`src/rtl/branch_target_predictor.sv`:
```
// rtl/branch_target_predictor.sv - direct-mapped BTB next-PC predictor, 1-cycle lookup
// Optional macro BPU_UPDATE_BYPASS_EN: same-cycle update forwarded into the lookup.
`ifndef PROC_VALEN
`define PROC_VALEN 32
`endif

module branch_target_predictor #(
    parameter int          ENTRIES   = 64,
    parameter int          TAG_WIDTH = 10,
    parameter logic [1:0]  CNT_RESET = 2'b01
) (
    input  logic                   clk,
    input  logic                   rst_n,
    input  logic                   flush_i,
    input  logic                   req_valid_i,
    output logic                   req_ready_o,
    input  logic [`PROC_VALEN-1:0] req_pc_i,
    output logic                   resp_valid_o,
    input  logic                   resp_ready_i,
    output logic [`PROC_VALEN-1:0] resp_npc_o,
    output logic                   resp_taken_o,
    input  logic                   upd_valid_i,
    input  logic [`PROC_VALEN-1:0] upd_pc_i,
    input  logic                   upd_taken_i,
    input  logic [`PROC_VALEN-1:0] upd_target_i,
    input  logic                   upd_redirect_i,
    output logic [31:0]            mispredict_cnt_o
);
    localparam int IDX_W = $clog2(ENTRIES);
    localparam int TAG_LSB = IDX_W + 2;
    localparam int TAG_MSB = IDX_W + TAG_WIDTH + 1;

    logic                   r_valid  [ENTRIES];
    logic [1:0]             r_ctr    [ENTRIES];
    logic [TAG_WIDTH-1:0]   r_tag    [ENTRIES];
    logic [`PROC_VALEN-1:0] r_target [ENTRIES];

    logic                   r_resp_valid;
    logic [`PROC_VALEN-1:0] r_resp_npc;
    logic                   r_resp_taken;
    logic [31:0]            r_mispredict_cnt;

    logic [IDX_W-1:0]       w_req_idx;
    logic [TAG_WIDTH-1:0]   w_req_tag;
    logic [IDX_W-1:0]       w_upd_idx;
    logic [TAG_WIDTH-1:0]   w_upd_tag;
    logic                   w_req_fire;
    logic                   w_upd_hit;
    logic                   w_upd_write;
    logic [1:0]             w_new_ctr;
    logic [`PROC_VALEN-1:0] w_new_target;
    logic                   w_lk_hit;
    logic [1:0]             w_lk_ctr;
    logic [`PROC_VALEN-1:0] w_lk_target;
    logic                   w_unused_bits;

    assign w_req_idx = req_pc_i[TAG_LSB-1:2];
    assign w_req_tag = req_pc_i[TAG_MSB:TAG_LSB];
    assign w_upd_idx = upd_pc_i[TAG_LSB-1:2];
    assign w_upd_tag = upd_pc_i[TAG_MSB:TAG_LSB];
    assign w_unused_bits = ^{req_pc_i[`PROC_VALEN-1:TAG_MSB+1], req_pc_i[1:0],
                             upd_pc_i[`PROC_VALEN-1:TAG_MSB+1], upd_pc_i[1:0]};

    // flush wins over a new request so the dropped slot cannot be refilled in the same cycle
    assign req_ready_o = !flush_i && (!r_resp_valid || resp_ready_i);
    assign w_req_fire  = req_valid_i && req_ready_o;

    assign w_upd_hit   = r_valid[w_upd_idx] && (r_tag[w_upd_idx] == w_upd_tag);
    assign w_upd_write = upd_valid_i && (w_upd_hit || upd_taken_i);

    always_comb begin
        w_new_ctr    = 2'b10;
        w_new_target = upd_taken_i ? upd_target_i : r_target[w_upd_idx];
        if (w_upd_hit) begin
            if (upd_taken_i)
                w_new_ctr = (r_ctr[w_upd_idx] == 2'b11) ? 2'b11 : r_ctr[w_upd_idx] + 2'b01;
            else
                w_new_ctr = (r_ctr[w_upd_idx] == 2'b00) ? 2'b00 : r_ctr[w_upd_idx] - 2'b01;
        end
    end

    always_comb begin
        w_lk_hit    = r_valid[w_req_idx] && (r_tag[w_req_idx] == w_req_tag);
        w_lk_ctr    = r_ctr[w_req_idx];
        w_lk_target = r_target[w_req_idx];
`ifdef BPU_UPDATE_BYPASS_EN
        if (w_upd_write && (w_upd_idx == w_req_idx) && (w_upd_tag == w_req_tag)) begin
            w_lk_hit    = 1'b1;
            w_lk_ctr    = w_new_ctr;
            w_lk_target = w_new_target;
        end
`endif
    end

    always_ff @(posedge clk or negedge rst_n) begin
        if (!rst_n) begin
            for (int i = 0; i < ENTRIES; i++) begin
                r_valid[i] <= 1'b0;
                r_ctr[i]   <= CNT_RESET;
            end
        end else if (w_upd_write) begin
            r_valid[w_upd_idx] <= 1'b1;
            r_ctr[w_upd_idx]   <= w_new_ctr;
        end
    end

    // Tags and targets carry no reset; valid guards them
    always_ff @(posedge clk) begin
        if (rst_n && w_upd_write) begin
            r_tag[w_upd_idx]    <= w_upd_tag;
            r_target[w_upd_idx] <= w_new_target;
        end
    end

    always_ff @(posedge clk or negedge rst_n) begin
        if (!rst_n) begin
            r_resp_valid     <= 1'b0;
            r_resp_npc       <= '0;
            r_resp_taken     <= 1'b0;
            r_mispredict_cnt <= '0;
        end else begin
            if (upd_valid_i && upd_redirect_i)
                r_mispredict_cnt <= r_mispredict_cnt + 32'd1;
            if (flush_i) begin
                r_resp_valid <= 1'b0;
            end else if (w_req_fire) begin
                r_resp_valid <= 1'b1;
                if (w_lk_hit && w_lk_ctr[1]) begin
                    r_resp_npc   <= w_lk_target;
                    r_resp_taken <= 1'b1;
                end else begin
                    r_resp_npc   <= req_pc_i + `PROC_VALEN'(4);
                    r_resp_taken <= 1'b0;
                end
            end else if (resp_ready_i) begin
                r_resp_valid <= 1'b0;
            end
        end
    end

    assign resp_valid_o     = r_resp_valid;
    assign resp_npc_o       = r_resp_npc;
    assign resp_taken_o     = r_resp_taken;
    assign mispredict_cnt_o = r_mispredict_cnt;
endmodule
```
`config.mk`:
```
export PLATFORM = sky130hd
export DESIGN_NAME = branch_target_predictor
export DESIGN_NICKNAME = d
export VERILOG_FILES = /design/src/rtl/branch_target_predictor.sv
export SDC_FILE = /design/constraint.sdc
export NUM_CORES = 2
export LEC_CHECK = 0
export CELL_PAD_IN_SITES_DETAIL_PLACEMENT = 1
export CELL_PAD_IN_SITES_GLOBAL_PLACEMENT = 2
export CORE_UTILIZATION = 50
export CTS_BUF_LIST = sky130_fd_sc_hd__clkbuf_16
export DETAILED_ROUTE_END_ITERATION = 7
export PLACE_DENSITY = 0.9
export SLEW_MARGIN = 20
export SYNTH_ARGS = -nofsm -noshare
export SYNTH_HDL_FRONTEND = slang
export SYNTH_SLANG_ARGS = --single-unit
```
`constraint.sdc`:
```
create_clock -name clk -period 6.8 [get_ports clk]
set_clock_uncertainty 0.2 [all_clocks]
set_input_delay 0.68 -clock clk [delete_from_list [all_inputs] [get_ports clk]]
set_output_delay 0.68 -clock clk [all_outputs]
set_load 0.01 [all_outputs]
```
==> summary.txt <==
post-synth cell types: 81
GPL Wtd Cong: 0.979
Leakage: 44.9 nW
Detailed Place HPWL: 238000 um
PD cells: 287 nW/um^2
part of the cycle the worst path needs: 81.3%
CTS tree: yes
H-tree depth: 5
failing checks: design-rule violations
clk root buf: clkbuf_16
Clock Latency Late Sink: 0.97 ns
mux contribution to synthesized area: 16.8%
Yosys top cell by area: edfxtp_1
post_cts resized: 0
grt ovf: 0
Max Slew Vio Count: 0
Cell Area, Synth: 121000 sq um
boundary pin count: 171
Critical Path, Cell by Cell: buf_6 > nor2b_2 > buf_4 > a221oi_1 > o22ai_1 > a222oi_1 > nand4b_1 > xor2_1 > nor4_4 > a31o_2 > buf_4 > nand2_1 > nor2_1 > buf_4
Non-Filler Instances: 10100
IO buf count: 154
Finish-stage setup viols: 0
DP Worst Slack: 0.630 ns
Max Root-Sink Buffers: 4
DIE WIDTH: 495 um
Post-route DRC: 9
wire length per cell: 41.4 um
biggest cell delay along the critical path: 1.09 ns
Via-to-Cell Ratio: 7.26
Synth Instances: 6330
Hold Crit Class: in2reg
critical-path maximum fanout: 37
share of the synthesized area in the top cell type: 66.5%
die height: 495 um
CP delay by family, top: simple AND/OR/NAND/NOR gates
final WL: 419000 um
Slowest cell on crit path: nor2b_2
Post-synth EDFFs: 2688
worst-case vdd ir drop: 0.000304 V
cell mode on critical path: buf_4
Final Worst Setup Slack: 1.27 ns
Crit. End Element: flip-flop
vias in the first global route: 75300
1st-iter DRT viols: 12000
synthesized flop and latch total: 2946
first-pass GRT wire length: 582000 um
critical path class: in2reg
largest net degree at the start of global routing: 145
GRT Overall Usage: 34.2%
Num CTS Buffers: 318
largest family of logic cells by synthesized area: multiplexers
synthesized net count: 6436
post-synthesis simple-gate area fraction: 3.14%
Final ANT Viol Nets: 0
Core Footprint: 241000 sq um
sequential area share after synthesis: 71.9%
Slew @ Worst Pin: 1.24 ns
Max Freq: 181 MHz
type of origin of the critical path: input pin
adder-cell area share of the yosys netlist: 0.0371%
fraction of layout cells with a size suffix above 1: 26.7%
Initial Util: 50.4%
Worst EP arrival: 5.95 ns
post-layout net count: 6812
ys flop type: edfxtp_1
Rel. slew slack: 16.9%
Required @ worst endpoint: 7.22 ns
Post-CTS Setup Bufs: 0
RSZ-0062 raised after global routing: false
Sink Count: 2946
Max-cap violations: 0
crit path time final: 5.53 ns
drt pass-1 iters: 8
clock-pin slew on the worst setup and hold paths: 0.06 ns
hold-fix buffers at CTS: 1
final-report hold violation count: 0
Mapped Avg Cell Area: 19.2 sq um
Setup TNS: 0 ns
Syn-to-layout area delta: 13.8%
status: finished with violations
Critical path buffers and inverters: 4
via count: 73600
Compound-Gate Fraction of Synth Area: 5.73%
Synth Area in XOR/XNOR: 0.548%
Async SR Flop Fraction: 8.76%
Syn. warnings: 0
num rows: 180
antenna violations before repair: 32
top post-synthesis cells by area: edfxtp_1, mux4_2, dfrtp_1, mux2i_1, dfstp_2
Placed Cells incl. Taps: 9569
DIE AREA: 245000 sq um
state kept, by name (all words and copies together) (netlist names):
name              count
r_target           2048
r_tag               640
r_ctr               128
r_valid              64
mispredict_cnt_o     32
resp_npc_o           32
resp_taken_o          1
resp_valid_o          1
synthesized netlist by cell type, types with 10 or more instances:
library cell  number
mux2_2            79
o2bb2ai_1         12
o22ai_1          102
nor2_1           266
mux2i_1          215
a2bb2oi_1         11
a222oi_1          12
nor3_1            69
a22o_1            74
nor4_1            11
buf_4             57
a221o_1           20
o32a_1            54
nand3_1           51
a221oi_1         134
mux4_2           771
o221ai_1          48
nand2b_1          67
and2_1            21
o21ai_0          116
clkbuf_1         218
nor2b_1           11
buf_6             14
edfxtp_1        2688
xor2_1            24
dfstp_2           64
o211ai_1          10
a31oi_1           27
buf_1             33
a22oi_1          123
nand4_1           14
a21oi_1          112
nand2_1          274
buf_2            117
and3_1            19
inv_1             20
xnor2_1           52
dfrtp_1          194
a211oi_1          24
worst reg2reg max path: stages (launching register included):
cell and delay (ns):
edfxtp_1 0.41, mux4_2 0.48, mux2i_1 0.70, o22ai_1 0.21, a211o_1 0.28, nor4_2 0.28
xnor2_1 0.15, nor4_4 0.53, a31o_2 0.38, buf_4 0.35, nand2_1 0.30, nor2_1 0.21
buf_4 0.28
cells in the final DEF, fill, tap and decap left out, drive strengths merged, types with 13 or more instances in the layout:
master and count:
nand3 52, a211oi 24, o22ai 102, clkdlybuf4s50 102
bufinv 25, nand2 274, o221ai 48, mux2i 215
xor2 24, a31oi 28, and2 23, buf 391
mux2 82, a22o 74, mux4 771, nor2 266
nand4 14, inv 87, o32a 54, edfxtp 2688
nor4 13, clkinv 126, nor3 69, dfrtp 194
diode 16, and3 19, clkinvlp 17, a21oi 112
o21ai 117, xnor2 52, dfstp 64, a221oi 134
a221o 20, a22oi 123, nand2b 67, clkbuf 323
cell type report:
type                            count  area, sq um
Fill cell                       20800       103000
Sequential cell                  2946        87300
Multi-Input combinational cell   2920        32600
Clock buffer                      322         8060
Timing Repair Buffer              495         4450
Tap cell                         3185         3990
Clock inverter                    230         1730
Inverter                           25          104
Antenna cell                       16         40.0
per-stage QoR:
stage	power [mW]	hold WS (ns)	instance area (sq um)	util [%]
after floorplan	21.8	0.184	121000	-
after global placement	23.0	0.260	128000	53.2
after detailed placement	23.1	0.270	128000	53.2
after CTS	39.7	0.0785	138000	57.3
after global routing	40.3	0.0634	138000	57.3
final	39.7	0.0532	138000	57.3
layer usage:
| layer | vias up | GRT usage (%) | share of wire (%) |
|---|---|---|---|
| met3 | 1512 | 9.09 | 12 |
| li1 | 27300 | - | - |
| met4 | 18 | 21.0 | 7.0 |
| met5 | - | 0 | 0.031 |
| met1 | 38200 | 41.9 | 33 |
| met2 | 6579 | 54.3 | 47 |
report_power, final:
part	switching, mW	total [mW]	internal, mW	leakage [nW]
Sequential	0.158	20.1	19.9	27.3
Clock	7.32	16.8	9.52	4.99
Combinational	1.77	2.78	1.00	12.6
Total	9.25	39.7	30.5	44.9
kinds of logic after synthesis:
kind of cell | Yosys count
multiplexers | 1068
buffers and inverters | 464
flip-flops | 2946
XOR/XNOR | 76
AND/OR/NAND/NOR | 838
adder cells (fa/ha/maj) | 4
AO/OA/AOI/OAI | 934
worst paths after layout:
path / from / cells past startpoint / slack [ns] / to
hold reg to reg: mispredict_cnt_o[31]$_DFFE_PN0P_ / 1 / 0.29 / mispredict_cnt_o[31]$_DFFE_PN0P_
setup / recovery: upd_pc_i[3] / 14 / 1.27 / r_tag[10][0]$_DFFE_PP_
hold / removal: upd_target_i[13] / 1 / 0.05 / r_target[60][13]$_DFFE_PP_
max in group asynchronous: rst_n / 4 / 4.10 / mispredict_cnt_o[0]$_DFFE_PN0P_
min in group asynchronous: rst_n / 2 / 0.14 / r_ctr[95]$_DFFE_PN0P_
setup reg to reg: r_tag[36][6]$_DFFE_PP_ / 12 / 1.70 / r_tag[10][0]$_DFFE_PP_
Power figures use the tool's default switching activity.
